<file path="src/rtl/cp0_exc_pkg.sv">
// cp0_exc_pkg: shared constants and types for the CP0 register file and
// exception controller (register addresses, ExcCodes, excepttype encodings,
// Status/Cause bit positions).
package cp0_exc_pkg;

   // CP0 register addresses
   localparam logic [4:0] CP0_BADVADDR = 5'd8;
   localparam logic [4:0] CP0_COUNT    = 5'd9;
   localparam logic [4:0] CP0_COMPARE  = 5'd11;
   localparam logic [4:0] CP0_STATUS   = 5'd12;
   localparam logic [4:0] CP0_CAUSE    = 5'd13;
   localparam logic [4:0] CP0_EPC      = 5'd14;

   // ExcCode values written into Cause[6:2]
   localparam logic [4:0] EXC_INT  = 5'h00;
   localparam logic [4:0] EXC_ADEL = 5'h04;
   localparam logic [4:0] EXC_ADES = 5'h05;
   localparam logic [4:0] EXC_SYS  = 5'h08;
   localparam logic [4:0] EXC_BP   = 5'h09;
   localparam logic [4:0] EXC_RI   = 5'h0A;
   localparam logic [4:0] EXC_OV   = 5'h0C;

   // excepttype encodings; interrupts use 1 so the output is nonzero even
   // though their ExcCode is 0, other exceptions use their ExcCode
   localparam logic [31:0] ET_NONE = 32'h0000_0000;
   localparam logic [31:0] ET_INT  = 32'h0000_0001;
   localparam logic [31:0] ET_ERET = 32'h0000_000E;

   // Status / Cause bit positions
   localparam int STATUS_IE    = 0;
   localparam int STATUS_EXL   = 1;
   localparam int STATUS_IM_LO = 8;
   localparam int STATUS_BEV   = 22;
   localparam int CAUSE_EXC_LO = 2;
   localparam int CAUSE_IP_LO  = 8;
   localparam int CAUSE_TI     = 30;
   localparam int CAUSE_BD     = 31;

   // Synchronous exception flags, highest priority first
   typedef struct packed {
      logic adel_if;
      logic ri;
      logic ov;
      logic sys;
      logic bp;
      logic adel_mem;
      logic ades;
   } exc_flags_t;

   // Result of the priority pick
   typedef struct packed {
      logic       take;
      logic [4:0] code;
      logic       is_eret;
   } exc_sel_t;

   function automatic logic [31:0] excepttype_of(input exc_sel_t s);
      logic [31:0] r;
      if (!s.take)
         r = ET_NONE;
      else if (s.is_eret)
         r = ET_ERET;
      else if (s.code == EXC_INT)
         r = ET_INT;
      else
         r = {27'd0, s.code};
      return r;
   endfunction

endpackage

</file>
<file path="src/rtl/cp0_exc_prio.sv">
// exc_prio: pure combinational priority encoder selecting the single
// exception (or eret) taken this cycle.
module exc_prio
   import cp0_exc_pkg::*;
(
   input  exc_flags_t i_flags,
   input  logic       i_int_pending,
   input  logic       i_eret,
   output exc_sel_t   o_sel
);

   // Fixed priority: Int, AdEL-fetch, RI, Ov, Sys, Bp, AdEL-data, AdES, eret
   always_comb begin
      o_sel      = '0;
      o_sel.take = 1'b1;
      if (i_int_pending)          o_sel.code = EXC_INT;
      else if (i_flags.adel_if)   o_sel.code = EXC_ADEL;
      else if (i_flags.ri)        o_sel.code = EXC_RI;
      else if (i_flags.ov)        o_sel.code = EXC_OV;
      else if (i_flags.sys)       o_sel.code = EXC_SYS;
      else if (i_flags.bp)        o_sel.code = EXC_BP;
      else if (i_flags.adel_mem)  o_sel.code = EXC_ADEL;
      else if (i_flags.ades)      o_sel.code = EXC_ADES;
      else if (i_eret)            o_sel.is_eret = 1'b1;
      else                        o_sel.take = 1'b0;
   end

endmodule

</file>
<file path="src/rtl/cp0_exc.sv">
// cp0_exc: CP0 register file (BadVAddr, Count, Compare, Status, Cause, EPC)
// and M-stage exception controller. Optional macro CP0_TIMER_INT_EN routes
// the Count==Compare timer (Cause.TI) onto interrupt line 7.
module cp0_exc
   import cp0_exc_pkg::*;
#(
   parameter logic [31:0] EXC_VECTOR = 32'hBFC0_0380
)(
   input  logic        clk,
   input  logic        rst,
   input  logic        stallM,
   input  logic [31:0] pcM,
   input  logic        in_dsM,
   input  logic        syscallM,
   input  logic        breakM,
   input  logic        eretM,
   input  logic        riM,
   input  logic        ovM,
   input  logic        adel_ifM,
   input  logic        adel_memM,
   input  logic        adesM,
   input  logic [31:0] bad_addrM,
   input  logic [5:0]  hw_int,
   input  logic        we,
   input  logic [4:0]  waddr,
   input  logic [31:0] wdata,
   input  logic [4:0]  raddr,
   output logic [31:0] rdata,
   output logic [31:0] excepttype,
   output logic        flush,
   output logic [31:0] newpc,
   output logic [31:0] epc_o,
   output logic [31:0] status_o,
   output logic [31:0] cause_o
);

   logic [31:0] r_badvaddr, r_count, r_compare, r_epc;
   logic        r_tick, r_exl, r_ie, r_bd;
   logic [7:0]  r_im;
   logic [4:0]  r_excode;
   logic [1:0]  r_ip_sw;
   logic [5:0]  r_ip_hw;

   logic        w_ti, w_active, w_take, w_wr, w_addr_err, w_int_pending;
   logic [7:0]  w_ip;
   logic [31:0] w_status, w_cause;
   exc_flags_t  w_flags;
   exc_sel_t    w_sel;

`ifdef CP0_TIMER_INT_EN
   logic r_ti;

   // Timer flag: set the cycle after Count matches Compare, cleared by a Compare write
   always_ff @(posedge clk) begin
      if (rst)
         r_ti <= 1'b0;
      else if (w_wr && waddr == CP0_COMPARE)
         r_ti <= 1'b0;
      else if (r_count == r_compare)
         r_ti <= 1'b1;
   end

   assign w_ti = r_ti;
`else
   assign w_ti = 1'b0;
`endif

   assign w_ip          = {r_ip_hw[5] | w_ti, r_ip_hw[4:0], r_ip_sw};
   assign w_int_pending = r_ie & ~r_exl & (|(w_ip & r_im));
   assign w_status      = {9'd0, 1'b1, 6'd0, r_im, 6'd0, r_exl, r_ie};
   assign w_cause       = {r_bd, w_ti, 14'd0, w_ip, 1'b0, r_excode, 2'b00};

   assign w_flags = '{adel_if: adel_ifM, ri: riM, ov: ovM, sys: syscallM,
                      bp: breakM, adel_mem: adel_memM, ades: adesM};

   exc_prio u_prio (
      .i_flags       (w_flags),
      .i_int_pending (w_int_pending),
      .i_eret        (eretM),
      .o_sel         (w_sel)
   );

   // A stall or reset suppresses every commit and redirect this cycle
   assign w_active   = ~rst & ~stallM;
   assign w_take     = w_sel.take & w_active;
   assign w_wr       = we & w_active & ~w_sel.take;
   assign w_addr_err = ~w_sel.is_eret & (w_sel.code == EXC_ADEL || w_sel.code == EXC_ADES);

   assign excepttype = w_take ? excepttype_of(w_sel) : ET_NONE;
   assign flush      = w_take;
   assign newpc      = !w_take ? 32'd0 : (w_sel.is_eret ? r_epc : EXC_VECTOR);

   assign epc_o    = r_epc;
   assign status_o = w_status;
   assign cause_o  = w_cause;

   // mfc0 read port: pre-write register values, no bypass
   always_comb begin
      rdata = 32'd0;
      case (raddr)
         CP0_BADVADDR: rdata = r_badvaddr;
         CP0_COUNT:    rdata = r_count;
         CP0_COMPARE:  rdata = r_compare;
         CP0_STATUS:   rdata = w_status;
         CP0_CAUSE:    rdata = w_cause;
         CP0_EPC:      rdata = r_epc;
         default:      rdata = 32'd0;
      endcase
   end

   // Register commit: Count/hw IP every cycle, then exception/eret or mtc0
   always_ff @(posedge clk) begin
      if (rst) begin
         r_badvaddr <= 32'd0;
         r_count    <= 32'd0;
         r_compare  <= 32'd0;
         r_epc      <= 32'd0;
         r_tick     <= 1'b0;
         r_exl      <= 1'b0;
         r_ie       <= 1'b0;
         r_bd       <= 1'b0;
         r_im       <= 8'd0;
         r_excode   <= 5'd0;
         r_ip_sw    <= 2'd0;
         r_ip_hw    <= 6'd0;
      end else begin
         r_ip_hw <= hw_int;

         // Count advances on every second cycle; an mtc0 restarts the phase
         if (w_wr && waddr == CP0_COUNT) begin
            r_count <= wdata;
            r_tick  <= 1'b0;
         end else begin
            r_tick <= ~r_tick;
            if (r_tick)
               r_count <= r_count + 32'd1;
         end

         if (w_take) begin
            if (w_sel.is_eret) begin
               r_exl <= 1'b0;
            end else begin
               // Nested exceptions keep the original return point
               if (!r_exl) begin
                  r_epc <= in_dsM ? pcM - 32'd4 : pcM;
                  r_bd  <= in_dsM;
               end
               r_exl    <= 1'b1;
               r_excode <= w_sel.code;
               if (w_addr_err)
                  r_badvaddr <= adel_ifM ? pcM : bad_addrM;
            end
         end else if (w_wr) begin
            case (waddr)
               CP0_COMPARE: r_compare <= wdata;
               CP0_STATUS: begin
                  r_im  <= wdata[15:8];
                  r_exl <= wdata[STATUS_EXL];
                  r_ie  <= wdata[STATUS_IE];
               end
               CP0_CAUSE:   r_ip_sw <= wdata[9:8];
               CP0_EPC:     r_epc   <= wdata;
               default: ;
            endcase
         end
      end
   end

endmodule

</file>
<file path="config.mk">
export PLATFORM = sky130hd
export DESIGN_NAME = cp0_exc
export DESIGN_NICKNAME = d
export VERILOG_FILES = /design/src/rtl/cp0_exc_pkg.sv /design/src/rtl/cp0_exc_prio.sv /design/src/rtl/cp0_exc.sv
export SDC_FILE = /design/constraint.sdc
export NUM_CORES = 1
export LEC_CHECK = 0
export BUFFER_PORTS_ARGS = -buffer_cell sky130_fd_sc_hd__buf_2
export CELL_PAD_IN_SITES_DETAIL_PLACEMENT = 1
export CELL_PAD_IN_SITES_GLOBAL_PLACEMENT = 1
export CORE_ASPECT_RATIO = 1.2
export CORE_MARGIN = 2
export CORE_UTILIZATION = 39
export DETAILED_ROUTE_END_ITERATION = 10
export PLACE_DENSITY_LB_ADDON = 0.1
export SETUP_SLACK_MARGIN = 0.15
export SYNTH_ARGS = -nofsm -noshare
export SYNTH_HDL_FRONTEND = slang
export SYNTH_HIERARCHICAL = 1
export SYNTH_SLANG_ARGS = --single-unit
</file>
<file path="constraint.sdc">
create_clock -name clk -period 6 [get_ports clk]
set_clock_uncertainty 0.1 [all_clocks]
set_input_delay 0.6 -clock clk [delete_from_list [all_inputs] [get_ports clk]]
set_output_delay 0.6 -clock clk [all_outputs]
set_load 0.01 [all_outputs]
</file>
Word level (Yosys, flattened, before mapping)
Cells that the tools add are included.
{ "totals": {"reg_bits": 153, "latchBits": 0, "mem_bits_rw": 0, "romBits": 0, "inputBits": 125, "output_inout_bits": 193, "elab_cells": 106, "n_memories": 0} }
{ "op_classes": {"n_addsub": 2, "n_mul": 0, "div_mod_pow": 0, "n_lt_le_gt_ge": 0, "eq_ne": 15, "shift": 0, "n_mux": 45, "bitwise_logic": 15, "reduce_logical": 17} }
{ "op_table": {"columns": ["op", "n"], "rows": [
  ["32-bit two-way mux", 13],
  ["32-bit case mux with 6 select lines", 1],
  ["5-bit by 4-bit equality test with 1-bit output, second input constant", 11],
  ["5-bit two-way mux", 9],
  ["32-bit by 1-bit adder with 32-bit output, second input constant", 1],
  ["32-bit by 3-bit subtractor with 32-bit output, second input constant", 1],
  ["1-bit two-way mux", 21],
  ["3-bit AND reduction", 5],
  ["5-bit by 3-bit equality test with 1-bit output, second input constant", 2],
  ["8-bit bitwise AND", 1],
  ["2-bit nonzero test", 4],
  ["8-bit OR reduction", 1],
  ["1-bit bitwise AND", 7],
  ["1-bit inverter", 7],
  ["5-bit zero test", 1],
  ["2-bit inequality test, second input constant", 2],
  ["2-bit AND reduction", 2],
  ["4-bit AND reduction", 1],
  ["3-bit two-way mux", 1],
  ["2-bit OR reduction", 1],
  ["1-bit logical AND", 1],
  ["1-bit logical OR", 1]
]} }

Depth between registers and ports, before layout
{ "logic_depth": {"ltp_word": 13, "mapped_depth": 12, "depth_no_buf": 10} }

Hierarchy
Netlist, hierarchy kept.
{ "modules_own_cells": {"columns": ["module", "instances", "cells_each", "area_per_inst_um2", "seq_area_each_um2"], "rows": [
  ["cp0_exc", 1, 1087, 8877.3, 3062.9],
  ["exc_prio", 1, 17, 103.8, 0.0]
]} }

Worst setup path after synthesis
No wires, ideal clock.
{ "synth_path": {"path_type": "flip-flop to flip-flop", "from": "register r_ip_hw[2]", "to": "register r_count[19]", "setup_time_ns": 0.138, "arrival_time_ns": 2.976, "required_time_ns": 5.762, "path_slack_ns": 2.786, "path_stages_with_launch": 12, "n_path_buf": 2, "synth_period_minus_slack_ns": 3.214, "cell_sequence": "dfxtp_1 -> a22o_1 -> a221oi_1 -> a311oi_1 -> nor4_2 -> nand4b_1 -> or4b_1 -> or3_1 -> clkbuf_1 -> clkbuf_1 -> nor2_1 -> a211oi_1"} }
{ "synth_rtl": {"columns": ["item", "line_no", "source"], "rows": [
  ["from (decl)", "cp0_exc.sv:42", "logic [5:0] r_ip_hw;"],
  ["from (signal assigned)", "cp0_exc.sv:127", "r_ip_hw <= hw_int;"],
  ["to (signal assigned)", "cp0_exc.sv:131", "r_count <= wdata;"],
  ["to (signal assigned)", "cp0_exc.sv:136", "r_count <= r_count + 32'd1;"],
  ["to (decl)", "cp0_exc.sv:37", "logic [31:0] r_badvaddr, r_count, r_compare, r_epc;"]
]} }

==> impl_metrics.tcl <==
set metrics [dict create \
    pin_count 318 \
    highest_layer "met4" \
    totalNegativeSetupSlack_ns 0 \
    startpoint_type "flop" \
    cts_root_buf "clkbuf_16" \
    area_growth_pct 19.9 \
    reg2reg_depth 9 \
    place.gp.congestion 0.913 \
    met3_length_um 2210 \
    cp_num_cells 11 \
    synth_area_per_cell_um2 8.14 \
    finalHoldViolations 0 \
    clock_path_buffers 2 \
    yosys-top-cells-count "nor2_1, dfxtp_1, mux2i_1, buf_4, a22oi_1" \
    synth_top_area_share_pct 34.1 \
    drive_above_1_share_pct 24.4 \
    rrSetupSlack_ns 1.80 \
    finalNetCount 1433 \
    ys_ff_latch 153 \
    ctsHoldBuffers 0 \
    ant_nets 0 \
    worstHoldPathType "in2reg" \
    p_per_area_mw_per_mm2 229 \
    start_util_pct 39.9 \
    synthDistinctLibCells 63 \
    cp_num_buf_inv 4 \
    cellLeakagePower_nw 4.89 \
    end_kind "output pin" \
    synthTopCellsByArea "dfxtp_1, mux2i_1, nor2_1" \
    diodes 0 \
    synth_area_mm2 0.00898 \
    path_cells "a22o_1, a221oi_1, a311oi_1, nor4_2, nand4b_1, nand2_1, buf_4, clkinv_1, buf_4, and3_1, buf_2" \
    cts_tree "done" \
    syn_inst 1104 \
    vias 9271 \
    cpMostUsedCell "buf_4" \
    firstDrtPassIters 5 \
    grt_pass1_wl_um 55000 \
    max_freq_mhz 233 \
    synth_most_common_cell "nor2_1" \
    postCtsSetupBuffers 0 \
    dp.final_hpwl_um 28100 \
    worstMarginPinSlew_ns 1.11 \
    port_buffers 249 \
    worstPathRequired_ns 5.30 \
    synth_top_area_cell "dfxtp_1" \
    grt_overflow 0 \
    cts_sinks 153 \
    wire_per_inst_um 23.9 \
    yosysSeqAreaShare_pct 34.1 \
    fin_crit_ns 4.29 \
    rsz0062_at_grt "no" \
    crit_type "reg2out" \
    grt_max_degree 86 \
    fillCellCount 2818 \
    synth_flop_cell "dfxtp_1" \
    holdWs_ns 0.271 \
    dr_wl_met2_um 18600 \
    cts_made_buffers 17 \
    crit_start "r_ip_hw[2]" \
    cp_data_arrival_time_ns 3.59 \
    hold_start "hw_int[5]" \
    ir_worst_vdd_uv 233 \
    dieWidth_um 143 \
    status "finished clean" \
    crit_slowest_cell "nor4_2" \
    grt_pass1_vias 8941 \
    die-height_um 170 \
    clkLatencyLatePin_ns 0.44 \
    crit_family "simple AND/OR/NAND/NOR gates" \
    wl_met1_um 15200 \
    async_flop_share_pct 0 \
    num_rows 60 \
    die_area_mm2 0.0243 \
    grt_use_total_pct 30.5 \
    clkTransAtPathRegs_ns 0.07 \
    yosysWarnings 6 \
    setup_viol 0 \
    cp_max_fo 44 \
    synth_edf_count 0 \
    routed_wl_um 38100 \
    drv_slew 0 \
    drv_cap 0 \
    rr_endpoint "r_count[13]" \
    finalCritPeriodShare_pct 71.5 \
    drt_iter0_drc 690 \
    drcViolationCount 0 \
    max_stage_delay_ns 0.40 \
    cts-resized-gates 0 \
    crit_end "newpc[1]" \
    h-tree-depth 4 \
    r2r_start "r_ip_hw[2]" \
    vias_per_cell 5.80 \
    slew_headroom_pct 25.8 \
    antenna_found_initial 0 \
    core_mm2 0.0225 \
]
## flip-flops by register name (all words and copies together), names as in the netlist
register / count
r_count: 32
r_excode: 5
r_ip_hw: 6
r_exl: 1
epc_o: 32
r_ie: 1
r_ip_sw: 2
r_tick: 1
r_compare: 32
r_im: 8
r_bd: 1
r_badvaddr: 32
## stage by stage
step                      utilization, %  cell area (µm²)  setup WS [ns]  cells  total power, W
after floorplan                        -             9230           2.79   1169         0.00125
after global placement              45.1            10200           1.87   1565         0.00136
after detailed placement            45.1            10200           1.81   1565         0.00136
after CTS                           47.7            10800           1.70   1597         0.00247
after global routing                47.8            10800           1.48   1598         0.00254
final                               47.8            10800           1.71   1598         0.00247
## cell usage in the layout (no fill, tap or decap), types with 5 or more instances in the layout
| cell | count |
|---|---|
| and4_1 | 7 |
| nor3_1 | 15 |
| nor2b_1 | 12 |
| dfxtp_1 | 153 |
| or3_1 | 5 |
| xnor2_1 | 23 |
| o31ai_1 | 5 |
| nor3b_1 | 5 |
| nor2_1 | 176 |
| nand3_1 | 30 |
| clkbuf_16 | 17 |
| o221ai_1 | 11 |
| conb_1 | 68 |
| buf_2 | 248 |
| o22ai_1 | 6 |
| mux2i_1 | 82 |
| a21oi_1 | 66 |
| nand4_1 | 16 |
| nand2_1 | 59 |
| nor4_1 | 12 |
| inv_1 | 20 |
| o211ai_1 | 6 |
| xor2_1 | 32 |
| inv_6 | 5 |
| a22oi_1 | 69 |
| a311oi_1 | 6 |
| or4_1 | 5 |
| a222oi_1 | 9 |
| o21ai_0 | 6 |
| and3_1 | 27 |
| a211oi_1 | 29 |
| buf_4 | 15 |
## layout make-up
type / count / area [µm²] / share of cell area (%)
multi-input cells: 848 / 5300 / 49.2
flip-flops and latches: 153 / 3060 / 28.4
clock buffers: 18 / 439 / 4.08
inverters: 22 / 82.6 / 0.767
clock inverters: 14 / 160 / 1.49
repair buffers: 264 / 1370 / 12.8
well taps: 279 / 349 / 3.24
## worst min-delay path by stage
| stage | endpoint | slack, ns | depth (start not counted) |
|---|---|---|---|
| after floorplan | r_bd | 0.35 | 2 |
| after global placement | r_badvaddr[4] | 0.37 | 2 |
| after detailed placement | r_badvaddr[31] | 0.39 | 2 |
| after CTS | r_ip_hw[4] | 0.27 | 2 |
| after global routing | r_ip_hw[0] | 0.29 | 2 |
| final | r_ip_hw[5] | 0.27 | 2 |
## layer usage
layer	vias up	track usage (%)
li1	4249	-
met1	4531	36.6
met2	412	51.8
met3	79	4.45
met4	0	17.2
met5	-	0
## report_power, final
| group | internal [W] | switching [W] |
|---|---|---|
| Combinational | 0.0000947 | 0.000184 |
| Clock | 0.000634 | 0.000484 |
| Sequential | 0.00103 | 0.0000337 |
| Total | 0.00176 | 0.000701 |
## kinds of logic (layout without fill, tap and decap cells)
family	after synthesis	in the layout	synth area share [%]
DFF	153	153	34.1
AOI/OAI and AO/OA	229	229	17.6
buffers and inverters	168	318	10.2
other	3	68	0.125
adders and majority gates	2	2	0.279
xor gates and xnor gates	55	55	5.36
muxes	83	83	9.31
and+or+nand+nor	411	411	23.1
No activity file was read; power rests on OpenSTA's default activity.
